==> src/rtl/seq_sub32_slice_if.sv <==
// Operand/result handshake bundle for the sliced subtractor.
// Both directions use valid/ready: a transfer happens on a rising edge where valid & ready are both high.
interface seq_sub32_slice_if #(
  parameter int WIDTH = 32
);
  logic             in_valid;
  logic             in_ready;
  logic [WIDTH-1:0] A;
  logic [WIDTH-1:0] B;
  logic             Bin;
  logic             out_valid;
  logic             out_ready;
  logic [WIDTH-1:0] Diff;
  logic             Bout;
  logic             busy;

  modport master (
    output in_valid, A, B, Bin, out_ready,
    input  in_ready, out_valid, Diff, Bout, busy
  );

  modport slave (
    input  in_valid, A, B, Bin, out_ready,
    output in_ready, out_valid, Diff, Bout, busy
  );
endinterface

==> src/rtl/seq_sub32_slice.sv <==
// Multi-cycle unsigned subtractor: Diff = A - B - Bin, one SLICE-bit slice per clock,
// LSB slice first, with the borrow registered between slices.
module seq_sub32_slice #(
  parameter int WIDTH = 32,
  parameter int SLICE = 8
) (
  input  logic                clk,
  input  logic                rst_n,
  seq_sub32_slice_if.slave    bus,
  output logic [1:0]          state_dbg
);
  localparam int NUM_SLICES = WIDTH / SLICE;
  localparam int CNT_W      = (NUM_SLICES > 1) ? $clog2(NUM_SLICES) : 1;
  localparam logic [CNT_W-1:0] LAST_CNT = CNT_W'(NUM_SLICES - 1);

  typedef enum logic [1:0] {
    IDLE = 2'd0,
    CALC = 2'd1,
    DONE = 2'd2
  } state_t;

  state_t           state, state_nxt;
  logic [CNT_W-1:0] cnt;
  logic [WIDTH-1:0] a_q, b_q, res_q;
  logic             borrow_q;
  logic [WIDTH-1:0] diff_q;
  logic             bout_q;

  logic                   accept, last_slice;
  logic [SLICE:0]         sub;
  logic [WIDTH+SLICE-1:0] res_cat;

  assign accept     = (state == IDLE) && bus.in_valid;
  assign last_slice = (state == CALC) && (cnt == LAST_CNT);

  // Operands shift right each slice, so the active slice is always the low SLICE bits.
  assign sub     = {1'b0, a_q[SLICE-1:0]} - {1'b0, b_q[SLICE-1:0]} - {{SLICE{1'b0}}, borrow_q};
  assign res_cat = {sub[SLICE-1:0], res_q};

  always_ff @(posedge clk or negedge rst_n) begin
    if (!rst_n) state <= IDLE;
    else        state <= state_nxt;
  end

  always_comb begin
    state_nxt = state;
    case (state)
      IDLE:    if (bus.in_valid)  state_nxt = CALC;
      CALC:    if (last_slice)    state_nxt = DONE;
      DONE:    if (bus.out_ready) state_nxt = IDLE;
      default: state_nxt = IDLE;
    endcase
  end

  always_ff @(posedge clk or negedge rst_n) begin
    if (!rst_n) begin
      cnt      <= '0;
      a_q      <= '0;
      b_q      <= '0;
      res_q    <= '0;
      borrow_q <= 1'b0;
      diff_q   <= '0;
      bout_q   <= 1'b0;
    end else if (accept) begin
      cnt      <= '0;
      a_q      <= bus.A;
      b_q      <= bus.B;
      borrow_q <= bus.Bin;
      res_q    <= '0;
    end else if (state == CALC) begin
      cnt      <= cnt + 1'b1;
      a_q      <= a_q >> SLICE;
      b_q      <= b_q >> SLICE;
      borrow_q <= sub[SLICE];
      // New slice enters at the top; after NUM_SLICES shifts the word is aligned.
      res_q    <= res_cat[WIDTH+SLICE-1:SLICE];
      if (last_slice) begin
        diff_q <= res_cat[WIDTH+SLICE-1:SLICE];
        bout_q <= sub[SLICE];
      end
    end
  end

  assign bus.in_ready  = (state == IDLE);
  assign bus.out_valid = (state == DONE);
  assign bus.busy      = (state != IDLE);
  assign bus.Diff      = diff_q;
  assign bus.Bout      = bout_q;
  assign state_dbg     = state;
endmodule

==> src/flat_wrapper.sv <==
// flat-port wrapper written by rule: the top's interface ports become plain ports
module seq_sub32_slice_flat 
#(
  parameter int WIDTH = 32,
  parameter int SLICE = 8
)
  (clk, rst_n, state_dbg, bus_in_valid, bus_A, bus_B, bus_Bin, bus_out_ready, bus_in_ready, bus_out_valid, bus_Diff, bus_Bout, bus_busy);
  seq_sub32_slice_if #(.WIDTH(WIDTH)) bus_i ();
  input  logic clk;
  input  logic rst_n;
  output logic [1:0] state_dbg;
  input wire logic [$bits(bus_i.in_valid)-1:0] bus_in_valid;
  input wire logic [$bits(bus_i.A)-1:0] bus_A;
  input wire logic [$bits(bus_i.B)-1:0] bus_B;
  input wire logic [$bits(bus_i.Bin)-1:0] bus_Bin;
  input wire logic [$bits(bus_i.out_ready)-1:0] bus_out_ready;
  output wire logic [$bits(bus_i.in_ready)-1:0] bus_in_ready;
  output wire logic [$bits(bus_i.out_valid)-1:0] bus_out_valid;
  output wire logic [$bits(bus_i.Diff)-1:0] bus_Diff;
  output wire logic [$bits(bus_i.Bout)-1:0] bus_Bout;
  output wire logic [$bits(bus_i.busy)-1:0] bus_busy;
  assign bus_i.in_valid = bus_in_valid;
  assign bus_i.A = bus_A;
  assign bus_i.B = bus_B;
  assign bus_i.Bin = bus_Bin;
  assign bus_i.out_ready = bus_out_ready;
  assign bus_in_ready = bus_i.in_ready;
  assign bus_out_valid = bus_i.out_valid;
  assign bus_Diff = bus_i.Diff;
  assign bus_Bout = bus_i.Bout;
  assign bus_busy = bus_i.busy;
  seq_sub32_slice #(.WIDTH(WIDTH), .SLICE(SLICE)) u_core (.clk(clk), .rst_n(rst_n), .bus(bus_i), .state_dbg(state_dbg));
endmodule
==> config.mk <==
export PLATFORM = sky130hd
export DESIGN_NAME = seq_sub32_slice_flat
export DESIGN_NICKNAME = d
export VERILOG_FILES = /design/src/rtl/seq_sub32_slice_if.sv /design/src/rtl/seq_sub32_slice.sv /design/src/flat_wrapper.sv
export SDC_FILE = /design/constraint.sdc
export NUM_CORES = 1
export LEC_CHECK = 0
export ABC_AREA = 1
export CAP_MARGIN = 30
export CORE_MARGIN = 2
export CORE_UTILIZATION = 40
export DETAILED_ROUTE_END_ITERATION = 6
export PLACE_DENSITY = 0.63
export SKIP_CTS_REPAIR_TIMING = 1
export SYNTH_ARGS = -nofsm -noshare
export SYNTH_HDL_FRONTEND = slang
export SYNTH_SLANG_ARGS = --single-unit
export TNS_END_PERCENT = 50
==> constraint.sdc <==
create_clock -name clk -period 4.65 [get_ports clk]
set_input_delay 1.395 -clock clk [delete_from_list [all_inputs] [get_ports clk]]
set_output_delay 1.395 -clock clk [all_outputs]
set_load 0.1 [all_outputs]
# Word level (Yosys, flattened, before mapping)
# Index checks and enable logic that the tools add are counted.
[op_classes]
add_sub_neg = 3
n_eq_ne = 6
n_mux = 14
bitwise_logic = 1
reduce_logical = 7
[ops]
columns = ["operator", "count"]
rows = [
  ["$mux 32", 6],
  ["$mux 2", 5],
  ["$sub 8x8->9", 1],
  ["$sub 9x1->9", 1],
  ["$pmux 2 s3", 1],
  ["$reduce_and 3->1", 2],
  ["$eq 2x2->1 const B", 2],
  ["$ne 2x2->1 const B", 2],
  ["$reduce_bool 2->1", 2],
  ["$add 2x1->2 const B", 1],
  ["$eq 2x1->1 const B", 1],
  ["$logic_and 1x1->1", 2],
  ["$logic_not 2->1", 1],
  ["$mux 1", 2],
  ["$ne 2x1->1 const B", 1],
  ["$not 1->1", 1],
]
[totals]
reg_bits = 134
input_bits = 69
output_inout_bits = 38
word_cells = 39

# Logic depth before layout (Yosys ltp)
[depth]
word_depth = 4
ltp_mapped = 12
mapped_depth_nobuf = 12

# Least setup slack after synthesis
# Ideal clock, no wire load.
[synth_timing]
path_type = "register to output"
from = "reg u_core.state[1] (netlist: u_core.state_dbg[1])"
to = "out bus_out_valid"
t_arrival_ps = 2455
required_time_ps = 3255
path_slack_ps = 800
stages_incl_launch_ff = 3
path_buffers = 0
path_cell_list = "dfrtp_1 > inv_1 > nor2_1"
[synth_between]
elab_chain_cells = 1
[synth_rtl]
columns = ["item", "line_no", "source"]
rows = [
  ["from (decl)", "seq_sub32_slice.sv:22", "state_t state, state_nxt;"],
  ["from (signal assigned)", "seq_sub32_slice.sv:42", "else state <= state_nxt;"],
  ["$eq 2x2->1", "seq_sub32_slice.sv:85", "assign bus.out_valid = (state == DONE);"],
  ["to (decl)", "flat_wrapper.sv:18", "output wire logic [$bits(bus_i.out_valid)-1:0] bus_out_valid;"],
]
# No other way between the ends.

# Worst setup path after layout
[layout_timing]
from = "reg u_core.state[0] (netlist: u_core.state_dbg[0])"
to = "out bus_in_ready"
[layout_between]
elab_chain_cells = 1
[layout_rtl]
columns = ["item", "line_no", "source"]
rows = [
  ["$logic_not 2->1", "seq_sub32_slice.sv:84", "assign bus.in_ready = (state == IDLE);"],
  ["to (decl)", "flat_wrapper.sv:17", "output wire logic [$bits(bus_i.in_ready)-1:0] bus_in_ready;"],
]
# No other way between the ends.

==> results.json <==
{
  "grt_usage": 0.177,
  "slew_headroom": 0.349,
  "synthToLayoutAreaGrowth_pct": 29.9,
  "syn_area_per_cell_um2": 9.60,
  "first_pass_iters": 4,
  "cp_cell_sequence": "nor2_4 > clkdlybuf4s50_1",
  "synth_area_leaders": "dfrtp_1, nand2_1, inv_1",
  "drv_slew": 0,
  "cts_htree_levels": 4,
  "core_mm2": 0.0139,
  "cts.clk_slew.worst_paths_ps": 50,
  "final-setup-viol-count": 0,
  "synthFlopType": "dfrtp_1",
  "seqCellArea_mm2": 0.00315,
  "fin_crit_ps": 3540,
  "cts_tree": "yes",
  "ys_ff_latch": 126,
  "routed-via-count": 4222,
  "cts_buffers": 17,
  "layout_common_cells": "nand2_1, dfrtp_1, clkdlybuf4s50_1",
  "cp_slowest_cell": "clkdlybuf4s50_1",
  "cp_data_arrival_time_ps": 2150,
  "grt_pass1_wl_um": 20500,
  "clkLatencyLatePin_ps": 410,
  "synth_top_area_share": 0.557,
  "wl_per_cell_um": 13.9,
  "cp_slowest_stage_delay_ps": 1140,
  "drt_iter0_markers": 237,
  "synth_largest_area_cell": "dfrtp_1",
  "n_fill_cell": 1260,
  "async_flop_share": 1.00,
  "drt-total-wl_um": 12300,
  "r2r_slack_ps": 2390,
  "syn_nets": 676,
  "ios": 107,
  "die_y_um": 123,
  "clock-sinks": 126,
  "mostFrequentLayoutCell": "nand2_1",
  "critPathKind": "reg2out",
  "syn_inst": 590,
  "layout_setup_ws_ps": 1110,
  "worst_pin_slew_ps": 973,
  "yosys_warnings": 0,
  "dieArea_mm2": 0.0151,
  "outcome": "finished clean",
  "synth_edf_count": 0,
  "io_buffers": 106,
  "cp.required_ps": 3250,
  "die_x_um": 123,
  "hold_path.class": "reg2reg",
  "maxCapViolCount": 0,
  "num_rows": 43,
  "post-place-ws_ps": 1520,
  "grt.overflow.total": 0,
  "grt_antenna_before_repair": 0,
  "ant_nets": 0,
  "diodes": 0,
  "fin_area_mm2": 0.00736,
  "yosysUniqueCellTypes": 27,
  "fmax_mhz": 282,
  "drc": 0,
  "critPathCaptureType": "output pin",
  "routed_via_density": 4.78,
  "drive_gt1_frac": 0.0939,
  "syn_area_mm2": 0.00566,
  "nNetsFinal": 776,
  "critPathLaunchType": "flop",
  "tns_ps": 0,
  "grt_max_degree": 65,
  "gp_congestion": 0.860,
  "path_max_fanout": 5,
  "start_util": 0.408,
  "grt_pass1_vias": 4279,
  "clock_skew_ps": 8.80,
  "finalHoldViolCount": 0,
  "place_area_mm2": 0.00678,
  "ys_seq_area_frac": 0.557,
  "root_buffer": "clkbuf_16",
  "cts_buffer_depth": 2,
  "grt_setup_unrepaired": "no",
  "multi_input_area_mm2": 0.00195,
  "hpwl_um": 8520,
  "fin_crit_sh": 0.762
}
sequential cells by signal, summed over array words and instances (netlist names):
| register | count |
|---|---|
| u_core.a_q | 32 |
| u_core.b_q | 32 |
| u_core.bus.Diff | 32 |
| u_core.res_q | 24 |
| u_core.cnt | 2 |
| u_core.state_dbg | 2 |
| u_core.borrow_q | 1 |
| u_core.bus.Bout | 1 |
kinds of logic (layout without fill, tap and decap cells):
family	Yosys count	in the layout	synth area share
buffers and inverters	116	229	0.0985
XOR/XNOR	3	3	0.00464
AO/OA/AOI/OAI	105	105	0.143
AND/OR/NAND/NOR	223	223	0.157
flip-flops	126	126	0.557
adder cells (fa/ha/maj)	17	17	0.0402
metrics by stage:
step                cells  hold slack [ps]  utilization
finish                883              478        0.530
global route          883              511        0.530
CTS                   883              483        0.530
detailed placement    851              466        0.488
global placement      850              461        0.487
floorplan             590              449            -
final timing paths:
kind                                                  endpoint  cells past startpoint                            start
worst max-delay path                              bus_in_ready                      2  u_core.state_dbg[0]$_DFFE_PN0P_
worst min-delay path                u_core.b_q[20]$_DFFE_PN0P_                      2       u_core.b_q[20]$_DFFE_PN0P_
worst max register to register  u_core.bus.Diff[9]$_DFFE_PN0P_                      7  u_core.state_dbg[1]$_DFFE_PN0P_
worst min register to register      u_core.b_q[20]$_DFFE_PN0P_                      2       u_core.b_q[20]$_DFFE_PN0P_
max in group asynchronous            u_core.a_q[8]$_DFFE_PN0P_                      2                            rst_n
min in group asynchronous       u_core.bus.Diff[3]$_DFFE_PN0P_                      1                            rst_n
Yosys cell counts, types with 2 or more instances:
cell type and instances:
a21oi_1 3, o21ai_1 27, xnor2_1 2, nand3_1 26, a22o_1 15, o221ai_1 5, dfrtp_1 126, buf_6 11
buf_4 7, fa_1 2, ha_1 15, inv_1 83, buf_2 11, o21ai_0 6, o211ai_2 16, nand2_2 4
o211ai_1 8, nor2_1 5, o22ai_1 19, a22oi_2 2, inv_2 3, nand2_1 187, o221ai_2 3
cell type report:
cell class	instances	area share
Clock buffer	19	0.0602
Clock inverter	13	0.0189
Inverter	86	0.0439
Multi-Input combinational cell	348	0.265
Sequential cell	126	0.429
Tap cell	180	0.0306
Timing Repair Buffer	111	0.152
per-layer routing:
| metal | part of all wire | up-vias | routed length, um | GRT usage |
|---|---|---|---|---|
| met3 | 0.062 | 15 | 765 | 0.0577 |
| li1 | - | 2113 | - | - |
| met2 | 0.48 | 107 | 5910 | 0.284 |
| met5 | 0 | - | 0 | 0 |
| met4 | 0.015 | 0 | 189 | 0.0682 |
| met1 | 0.44 | 1987 | 5430 | 0.222 |
worst max-delay path: cells and delay by family (launching register included):
family	cells	cell delay, ps
buffers and inverters	1	1140
and+or+nand+nor	1	160
DFF	1	450
Power is left out: the tool's default activity adds up to more than one toggle a clock period on the data nets, which glitch-free logic cannot reach.
